## src/rtl/cv32e40s_sleep_ctrl.sv

```systemverilog
// Sleep controller: drains outstanding bus traffic after WFI, parks the core in SLEEP,
// and walks it back to RUN through a fixed-length WAKE period on an interrupt or debug request.
module cv32e40s_sleep_ctrl #(
    parameter int WAKE_CYCLES = 2,
    parameter int SLEEP_CNT_W = 32
) (
    input  logic                   clk_ungated_i,
    input  logic                   rst,
    input  logic                   wfi_i,
    input  logic                   debug_mode_i,
    input  logic                   irq_pending_i,
    input  logic                   debug_req_i,
    input  logic                   if_busy_i,
    input  logic                   lsu_busy_i,
    output logic                   ctrl_busy_o,
    output logic                   wake_from_sleep_o,
    output logic                   sleep_o,
    output logic [SLEEP_CNT_W-1:0] sleep_cycles_o
);

    typedef enum logic [1:0] {
        RUN   = 2'd0,
        DRAIN = 2'd1,
        SLEEP = 2'd2,
        WAKE  = 2'd3
    } state_t;

    localparam logic [3:0] WAKE_LOAD = 4'(WAKE_CYCLES - 1);

    state_t                 r_state;
    logic [3:0]             r_wake_cnt;
    logic [SLEEP_CNT_W-1:0] r_sleep_cnt;
    logic                   w_wake_evt;

    assign w_wake_evt = irq_pending_i || debug_req_i;

    // Four states fill the 2-bit encoding, so no illegal state is reachable.
    always_ff @(posedge clk_ungated_i) begin
        if (rst) begin
            r_state     <= RUN;
            r_wake_cnt  <= 4'd0;
            r_sleep_cnt <= '0;
        end else begin
            if (r_state == SLEEP && r_sleep_cnt != {SLEEP_CNT_W{1'b1}}) begin
                r_sleep_cnt <= r_sleep_cnt + SLEEP_CNT_W'(1);
            end
            case (r_state)
                RUN: begin
                    if (wfi_i && !debug_mode_i && !w_wake_evt) begin
                        r_state <= DRAIN;
                    end
                end
                DRAIN: begin
                    if (w_wake_evt) begin
                        r_state <= RUN;
                    end else if (!if_busy_i && !lsu_busy_i) begin
                        r_state <= SLEEP;
                    end
                end
                SLEEP: begin
                    if (w_wake_evt) begin
                        r_state    <= WAKE;
                        r_wake_cnt <= WAKE_LOAD;
                    end
                end
                WAKE: begin
                    if (r_wake_cnt == 4'd0) begin
                        r_state <= RUN;
                    end else begin
                        r_wake_cnt <= r_wake_cnt - 4'd1;
                    end
                end
                default: r_state <= RUN;
            endcase
        end
    end

    // The SLEEP term bypasses the flops so the clock gate opens on the edge that sees the event.
    assign ctrl_busy_o       = (r_state != SLEEP);
    assign sleep_o           = (r_state == SLEEP);
    assign wake_from_sleep_o = ((r_state == SLEEP) && w_wake_evt) || (r_state == WAKE);
    assign sleep_cycles_o    = r_sleep_cnt;

endmodule

```

## config.mk

```make
export PLATFORM = sky130hd
export DESIGN_NAME = cv32e40s_sleep_ctrl
export DESIGN_NICKNAME = d
export VERILOG_FILES = /design/src/rtl/cv32e40s_sleep_ctrl.sv
export SDC_FILE = /design/constraint.sdc
export NUM_CORES = 1
export LEC_CHECK = 0
export ABC_CLOCK_PERIOD_IN_PS = 5800
export BUFFER_PORTS_ARGS = -buffer_cell sky130_fd_sc_hd__buf_2
export CAP_MARGIN = 20
export CORE_MARGIN = 2
export CORE_UTILIZATION = 30
export CTS_CLUSTER_DIAMETER = 80
export CTS_CLUSTER_SIZE = 28
export DETAILED_ROUTE_END_ITERATION = 16
export GPL_ROUTABILITY_DRIVEN = 0
export MAX_ROUTING_LAYER = met4
export PLACE_DENSITY = 0.51
export SLEW_MARGIN = 20
export SYNTH_ARGS = -nofsm -noshare
export SYNTH_HDL_FRONTEND = slang
export SYNTH_SLANG_ARGS = --single-unit
```

## constraint.sdc

```tcl
create_clock -name clk_ungated_i -period 5.8 [get_ports clk_ungated_i]
set_input_delay 0.58 -clock clk_ungated_i [delete_from_list [all_inputs] [get_ports clk_ungated_i]]
set_output_delay 0.58 -clock clk_ungated_i [all_outputs]
set_load 0.1 [all_outputs]
```

==> impl_metrics.yaml <==
floorplan:
  die_height_um: 84.3
  fp-row-count: 29
  dieArea_mm2: 0.00710
  core_area_mm2: 0.00628
  start_util_pct: 30.8
  die_w_um: 84.3
  io_pins: 43
layout:
  num-nets-final: 283
  layout-drive-gt1-share_pct: 21.6
  area_delta_synth_final_pct: 19.9
  fin_area_mm2: 0.00232
  final_cells: 350
  insertedDiodeCount: 0
  fillers: 675
worst_setup_path:
  crit_type: "flop to flop"
  cp-endpoint: "sleep_cycles_o[20]"
  crit_arrival_ns: 2.56
  reg2reg_to: "sleep_cycles_o[20]"
  reg2regPathDepth: 6
  reg2reg_slack_ns: 3.46
  critical_path.max_fanout: 9
  r2r_start: "sleep_cycles_o[0]"
  cp-start-kind: "flop"
  startpoint: "sleep_cycles_o[0]"
  endpoint_kind: "flop"
  worstPathRequired_ns: 6.02
drt:
  ant_nets: 0
  vias: 1824
  drc: 0
  drtIter0Drc: 106
  dr.pass1.iters: 4
  wl_per_cell_um: 13.4
  vias_per_cell: 5.21
  wl_mm: 4.68
timing:
  setup_viol: 0
  period_needed_ns: 2.34
  drv_slew: 0
  relSlewSlack_pct: 49.7
  rsz0062_at_grt: "false"
  tightestPinTransition_ns: 0.755
  setup_tns_ns: 0
  finClkSkew_ns: 0.0134
  finalCritPeriodShare_pct: 40.3
  whs_ns: 0.507
  fmax_mhz: 427
  hold_viol: 0
global_route:
  grt_overflow: 0
  grt_first_pass_wirelength_mm: 8.16
  grt_max_degree: 42
  grt_use_total_pct: 14.4
  grt_pass1_vias: 1736
  grt_antenna_before_repair: 0
clocking:
  cts_made_buffers: 5
  worstSkewPairLatency_ns: 0.29
  post-cts-setup-buffer-count: 0
  cts_root_buf: "clkbuf_8"
  ctsHoldBuffers: 0
  clkTransAtPathRegs_ns: 0.08
  cts-htree-levels: 2
  cts_tree: "done"
  ctsResizeCount: 0
  clock_path_buffers: 2
  clkSinkCount: 38
synth:
  yosysWarnings: 0
  synth_nets: 239
  synth-edff-count: 0
  synth_top_area_share_pct: 39.4
  avgSynthCellArea_um2: 8.48
  ys_seq_elements: 38
  synthesis.area_mm2: 0.00193
  ys_seq_area_share_pct: 39.4
  yosys.area.top_type: "dfxtp_1"
  synthArstFlopShare_pct: 0
  ys.flop_type: "dfxtp_1"
  synthCells: 228
  yosysUniqueCellTypes: 41
  synth_area_leaders: "dfxtp_1 39%, xnor2_1 6.8%, nor2_1 6.6%"
place:
  dp_hpwl_mm: 3.37
  place_area_mm2: 0.00222
  dp_cells: 342
  port_buffers: 42
pwr:
  power_density_mw_per_mm2: 201
  finalPower_mw: 0.466
  ir_drop_mv: 0.104
  p_leak_nw: 0.865
min_path:
  hold_class: "flop to flop"
run:
  drv_cap: 0
status:
  status: "finished, final reports clean"
## cell usage after synthesis (6+ instances only)
| cell | number |
|---|---|
| nand4_1 | 9 |
| o31ai_1 | 6 |
| nand2_1 | 15 |
| dfxtp_1 | 38 |
| a21oi_1 | 12 |
| inv_1 | 12 |
| or4_1 | 9 |
| nor3_1 | 7 |
| a211oi_1 | 7 |
| xnor2_1 | 15 |
| nor2_1 | 34 |
## final cells by class
type / count / area (µm²) / share of cell area (%)
multi-input cells: 172 / 1100 / 47.6
repair buffers: 43 / 218 / 9.39
clock buffers: 6 / 82.6 / 3.56
well taps: 77 / 96.3 / 4.16
flip-flops and latches: 38 / 761 / 32.8
inverters: 12 / 45.0 / 1.94
clock inverters: 2 / 12.5 / 0.540
## metrics by stage
stage	util, %	setup WS [ns]
after detailed placement	35.4	3.49
after global routing	36.9	3.29
final	36.9	3.46
after CTS	36.9	3.48
after floorplan	-	2.35
after global placement	35.4	3.58
## worst min-delay path by stage
stage | start | to | slack (ns) | cells after the start
finish | sleep_cycles_o[23] | sleep_cycles_o[23] | 0.51 | 2
detailed placement | sleep_cycles_o[23] | sleep_cycles_o[23] | 0.50 | 2
CTS | sleep_cycles_o[20] | sleep_cycles_o[20] | 0.52 | 2
global route | sleep_cycles_o[23] | sleep_cycles_o[23] | 0.54 | 2
global placement | sleep_cycles_o[23] | sleep_cycles_o[23] | 0.49 | 2
floorplan | r_wake_cnt[0] | r_wake_cnt[0] | 0.46 | 1
## power by group
group / switching (mW) / internal (mW)
combinational: 0.00900 / 0.00336
sequential: 0.000549 / 0.261
clock: 0.0964 / 0.0956
total: 0.106 / 0.360
## cells in the final DEF (no fill, tap or decap), types with 2 or more instances in the layout
master and instances:
a21o_1 3, nor4_1 4, xor2_1 5, buf_2 42
xnor2_1 15, nand4b_1 2, mux2_2 3, nand4_1 9
a211oi_1 7, nor2_1 34, or3_1 3, a21oi_1 12
and3_1 2, mux2i_1 3, nand3b_1 2, nor2b_1 3
o21ai_0 4, a31oi_1 2, dfxtp_1 38, nor3_1 7
inv_1 12, nand2_1 15, nand3_1 5, or4_1 9
o31ai_1 6, ha_1 3, clkbuf_8 6
## metal layers
layer / vias to the layer above / part of all wire, % / track usage, % / routed length [µm]
met5: - / 0 / - / 0
met1: 861 / 48 / 18.7 / 2270
li1: 917 / - / - / -
met4: 0 / 1.2 / 4.99 / 56
met3: 6 / 5.0 / 3.44 / 236
met2: 40 / 45 / 21.8 / 2120
## kinds of logic (layout without fill, tap and decap cells)
kind of cell / count (synthesis) / in the layout / share of synthesized area (%)
compound gates: 39 / 39 / 13.2
xor+xnor: 20 / 20 / 9.06
fa+ha+maj: 3 / 3 / 1.94
buf+inv: 18 / 63 / 3.56
flops: 38 / 38 / 39.4
mux: 6 / 6 / 3.30
simple gates: 104 / 104 / 29.6
## state kept, by name, summed over array words and instances (netlist names), named ones only
signal and flops:
sleep_cycles_o 32, r_state 1, r_wake_cnt 4
## worst max-delay path: stages (launching register included)
cell and delay (ns):
dfxtp_1 0.42, ha_1 0.25, nand3b_1 0.13, or3_1 0.54, a21o_1 0.28, or4_1 0.49, a21oi_1 0.15
(Power assumes the default switching activity.)
